===== src/rtl/i2s_dac_tx.sv =====
// i2s_dac_tx: Philips I2S transmitter for the anti-noise output path.
// Generates BCLK/LRCLK from the system clock and sends each accepted
// 16-bit sample MSB-first in both the left and right 32-bit slots.
// A new sample is latched into the frame register only at the frame
// boundary. If no new sample has arrived, the previous one repeats.
module i2s_dac_tx #(
    parameter int BCLK_DIV = 4,
    parameter int WIDTH    = 16
) (
    input  logic             clk_in,
    input  logic             rst_in,
    input  logic             ready_in,
    input  logic [WIDTH-1:0] sample_in,
    output logic             bclk_out,
    output logic             lrclk_out,
    output logic             sdata_out,
    output logic             frame_start_out,
    output logic             overrun_out
);

    localparam int DIV_W = (BCLK_DIV > 2) ? $clog2(BCLK_DIV) : 1;

    logic [DIV_W-1:0] div_cnt;
    logic [5:0]       bit_cnt;
    logic [WIDTH-1:0] pending;
    logic             pend_valid;
    logic [WIDTH-1:0] frame_reg;

    logic             fall_event;
    logic             frame_load;
    logic [DIV_W-1:0] div_next;
    logic [5:0]       bit_next;
    logic [4:0]       slot_pos;
    logic [WIDTH-1:0] frame_next;
    logic [WIDTH-1:0] frame_shifted;
    logic             bclk_next;
    logic             lrclk_next;
    logic             sdata_next;

    // Next-state values for the divider, bit counter and serial outputs.
    // The outputs are registered, so they are computed from the values the
    // counters take after this edge.
    // NOTE: every signal driven here gets a default first, so no path can leave it unassigned and infer a latch.
    always_comb begin
        fall_event    = 1'b0;
        frame_load    = 1'b0;
        div_next      = '0;
        bit_next      = bit_cnt + 6'd1;
        slot_pos      = '0;
        frame_next    = frame_reg;
        frame_shifted = '0;
        bclk_next     = 1'b0;
        lrclk_next    = 1'b0;
        sdata_next    = 1'b0;

        fall_event = (div_cnt == DIV_W'(BCLK_DIV - 1));
        div_next   = fall_event ? '0 : div_cnt + 1'b1;
        bclk_next  = (int'(div_next) >= BCLK_DIV / 2);

        // The fall event that wraps b from 63 to 0 starts a new frame.
        frame_load = fall_event && (bit_cnt == 6'd63);
        if (frame_load && pend_valid) begin
            frame_next = pending;
        end

        // The slot position of the bit that goes out after this fall event.
        // Bits past WIDTH are zero padding.
        slot_pos      = bit_next[4:0];
        frame_shifted = frame_next << slot_pos;
        sdata_next    = (int'(slot_pos) < WIDTH) ? frame_shifted[WIDTH-1] : 1'b0;

        // WS leads the MSB by one BCLK. It is high for b = 31..62.
        lrclk_next = (bit_next >= 6'd31) && (bit_next <= 6'd62);
    end

    // Registers for the counters, sample buffers and all outputs.
    // Reset is synchronous and aborts any frame in progress.
    // NOTE: state registers use non-blocking assignments so every register samples pre-edge values, with no ordering races.
    always_ff @(posedge clk_in) begin
        if (rst_in) begin
            div_cnt         <= '0;
            bit_cnt         <= '0;
            pending         <= '0;
            pend_valid      <= 1'b0;
            frame_reg       <= '0;
            bclk_out        <= 1'b0;
            lrclk_out       <= 1'b0;
            sdata_out       <= 1'b0;
            frame_start_out <= 1'b0;
            overrun_out     <= 1'b0;
        end else begin
            div_cnt         <= div_next;
            bclk_out        <= bclk_next;
            frame_start_out <= frame_load;
            // A strobe that lands on the load cycle refills a buffer that was
            // just emptied, so it is not an overrun.
            overrun_out     <= ready_in && pend_valid && !frame_load;

            if (fall_event) begin
                bit_cnt   <= bit_next;
                lrclk_out <= lrclk_next;
                sdata_out <= sdata_next;
                frame_reg <= frame_next;
            end

            // The newest sample always wins the pending slot.
            if (ready_in) begin
                pending    <= sample_in;
                pend_valid <= 1'b1;
            end else if (frame_load) begin
                pend_valid <= 1'b0;
            end
        end
    end

endmodule


===== config.mk =====
export PLATFORM = sky130hd
export DESIGN_NAME = i2s_dac_tx
export DESIGN_NICKNAME = d
export VERILOG_FILES = /design/src/rtl/i2s_dac_tx.sv
export SDC_FILE = /design/constraint.sdc
export NUM_CORES = 1
export LEC_CHECK = 0
export CORE_ASPECT_RATIO = 2
export CORE_MARGIN = 4
export CORE_UTILIZATION = 27
export DETAILED_ROUTE_END_ITERATION = 6
export PLACE_DENSITY = 0.48
export SLEW_MARGIN = 40
export SYNTH_ARGS = -nofsm -noshare
export SYNTH_HDL_FRONTEND = slang
export SYNTH_SLANG_ARGS = --single-unit
export TNS_END_PERCENT = 50

===== constraint.sdc =====
create_clock -name clk_in -period 3.2 [get_ports clk_in]
set_input_delay 0.32 -clock clk_in [delete_from_list [all_inputs] [get_ports clk_in]]
set_output_delay 0.32 -clock clk_in [all_outputs]
set_load 0.005 [all_outputs]

==> key figures <==
Synthesis
  • Top_reg_cell synth: dfxtp_1
  • Top cells by area, synth: dfxtp_1 43%, mux2i_1 14%, nor2_1 6.7%
  • Netlist cell types: 35
  • Avg Inst Size Synth: 9.36 um^2
  • YS warnings: 0
  • Mapped Nets: around 240
  • Syn Inst Count: 222
  • Yosys reg bits: 45
  • Ys async rst share: 0%
  • Mux contribution to synthesized area: about 17%
  • Post-Synth XOR/XNOR Area: under 10%
  • Synth area leader: dfxtp_1
  • Post-synth EDFFs: 0
  • Compound-Gate Fraction of Synth Area: a little under 8%
  • Post-Synth Adder-Cell Area: 1.81%
  • Synth Area in Simple Gates: around 20%
  • Area fraction of the dominant cell type after synthesis: a little over two fifths
  • Synthesized cell area: 0.00208 mm^2
  • Register area share after synthesis: 43.4%
  • Main combinational cell family by area after synthesis: simple AND/OR/NAND/NOR gates

Route
  • Post-route ant nets: 0
  • First DRT Iteration DRCs: 57
  • Routed len/inst: ~13 um
  • Pre-Repair DR Iteration Count: 4
  • Vias per cell: 4.54
  • Final wirelength: roughly 4400 um
  • DRC errors left: 0
  • Vias: around 1,500

Place
  • Placed Instances: 328
  • Post-DP HPWL: 3280 um
  • Gpl congestion: 0.759
  • Input/output buffers: 23

STA
  • Unrepaired setup endpoints after global routing: false
  • Setup Skew: about 0.0058 ns
  • Fin crit period: about 2.4 ns
  • Sum Neg Setup Slack: 0 ns
  • Max-slew headroom: between 60% and 70%
  • Final Cycle Share: between 70 and 80%
  • Final slew viol count: 0
  • Final count of hold timing violations: 0
  • Setup violators final: 0
  • Worst-margin pin slew: between 0.5 and 0.6 ns
  • FMAX: 0.416 GHz

Floorplan
  • Initial Util: 27.5%
  • Ports: 24
  • Rows: 45
  • DIE HEIGHT: roughly 130 um
  • DIE WIDTH: roughly 70 um
  • Core Region: 0.00754 mm^2
  • Die footprint: 0.00925 mm^2

Worst setup path
  • Setup CP Type: register to register
  • CP Data Arrival Time: ~2.6 ns
  • Reg2reg start: bit_cnt[0]
  • Critical path endpoint: sdata_out
  • R2R setup slack: approximately 0.80 ns
  • CP Capture Type: register
  • Setup crit start: bit_cnt[0]
  • CP startpoint kind: register
  • R2R depth: 8
  • Reg-to-Reg End: sdata_out
  • Top fanout value on the critical path: 10
  • Required @ worst endpoint: 3.42 ns

CTS
  • CTS Hold Bufs: 0
  • Root Buffer: clkbuf_16
  • CTS Sinks: 45
  • Max clock buf depth: 2
  • Reg clk slew, reported paths: 0.06 ns
  • CTS buffer count: 5
  • # Post-CTS Setup Buffers: 0
  • Later-pin clock latency in the skew report: just under 0.3 ns
  • CTS tree: yes
  • Post-CTS resize count: 0
  • CTS H-tree lvls: 2

Layout
  • Post-route insts no fill: about 340
  • Area grow syn2layout: 21.3%
  • Share of cells above drive strength 1: 7.85%
  • Final net count: 263
  • # fillers: about 820
  • N_diodes: 0

Run
  • Maxcap violations: 0

Pwr
  • Sequential Power Share: between 40% and 50%
  • Maximum VDD drop: roughly 0.00039 V
  • P_leak: about 0.00095 uW
  • Int Pwr: 1030 uW
  • Clock power frac: a little under half
  • NetSw: 279 uW
  • Pwr Density: between 500 and 600 mW/mm^2
  • Combinational power share: ~9%
  • Sw Ratio: a little over a fifth

Outcome
  • Outcome: completed

Global routing
  • Vias in the first global route: roughly 1,600
  • Overflow left after global routing: 0
  • First-pass GRT wire length: 7760 um
  • Largest net degree at the start of global routing: 46
  • Initial antenna violation count: 0
  • GR Util All Layers: between 10% and 20%

Hold path
  • Min-delay worst type: register to register
  • Hold path cells: 1
-- cells in the mapped netlist, types with 2 or more instances --
cell type and instances:
nand2_1 25, o21ai_0 2, dfxtp_1 45, nor2_1 37, mux2i_1 30, clkbuf_1 4
a21oi_1 15, buf_1 3, a31oi_1 3, nor3_1 3, nor2b_1 3, buf_4 2
ha_1 3, xor2_1 5, nand4_1 2, buf_6 3, buf_2 3, a211oi_1 4
nand2b_1 2, xnor2_1 5, nand3_1 9
-- metrics by stage --
| step | cell area (um^2) | utilization, % | total power (uW) | hold slack (ns) | setup slack (ns) |
|---|---|---|---|---|---|
| floorplan | 2080 | - | 676 | 0.402 | 1.09 |
| global placement | 2350 | 31.2 | 724 | 0.417 | 0.839 |
| detailed placement | 2350 | 31.1 | 724 | 0.420 | 0.768 |
| CTS | 2520 | 33.4 | 1330 | 0.429 | 0.754 |
| global route | 2520 | 33.4 | 1360 | 0.461 | 0.616 |
| finish | 2520 | 33.4 | 1310 | 0.426 | 0.795 |
-- how the worst min path moves through the flow --
stage / from / end / slack [ns]
finish: div_cnt[0] / div_cnt[0] / 0.43
global route: div_cnt[0] / div_cnt[0] / 0.46
global placement: div_cnt[0] / div_cnt[0] / 0.42
detailed placement: div_cnt[0] / div_cnt[0] / 0.42
floorplan: div_cnt[0] / div_cnt[0] / 0.40
CTS: div_cnt[0] / div_cnt[0] / 0.43
-- cell type report --
class | instances | area, um^2 | share of cell area [%]
repair buffers | 29 | 270 | 10.7
well taps | 94 | 118 | 4.67
flip-flops and latches | 45 | 901 | 35.7
multi-input cells | 159 | 1050 | 41.9
clock inverters | 1 | 30.0 | 1.19
clock buffers | 7 | 143 | 5.66
inverters | 1 | 3.75 | 0.149
-- power groups by stage --
stage          Sequential (uW)  Clock, uW  Combinational, uW
2_1_floorplan              601          0               74.3
3_3_place_gp               606          0                118
3_5_place_dp               606          0                117
4_1_cts                    594        618                118
5_1_grt                    596        635                128
6_report                   593        599                115
-- critical path, cell delays in order (launching register included) --
cell     delay, ns
dfxtp_1       0.47
buf_4         0.22
inv_1         0.10
ha_1          0.55
mux2i_1       0.13
mux4_1        0.51
o21ai_0       0.16
a31oi_1       0.07
a31oi_1       0.13
-- cell usage in the layout, fill, tap and decap left out, types with 2 or more instances in the layout --
cell / n
nand2_1: 25
clkbuf_16: 5
xor2_1: 5
o21ai_0: 2
ha_1: 3
nand3_1: 9
nor3_1: 3
clkdlybuf4s50_1: 22
buf_4: 6
nor2b_1: 3
mux2i_1: 30
nand2b_1: 2
a21oi_1: 15
xnor2_1: 5
a31oi_1: 3
dfxtp_1: 45
nand4_1: 2
nor2_1: 37
a211oi_1: 4
-- metal layers --
layer / global-route usage, % / vias up / share of wire, % / routed length, um
met5: 0 / - / 0 / 0
met4: 6.08 / 0 / 3.0 / 131
met3: 2.14 / 6 / 1.7 / 76
met2: 19.3 / 14 / 57 / 2500
met1: 11.1 / 710 / 39 / 1700
li1: - / 794 / - / -
-- logic make-up after synthesis --
family,Yosys count
fa+ha+maj,3
compound gates,25
xor+xnor,10
flops,45
buf+inv,18
mux,32
simple gates,89
No activity file was read; power rests on OpenSTA's default activity.
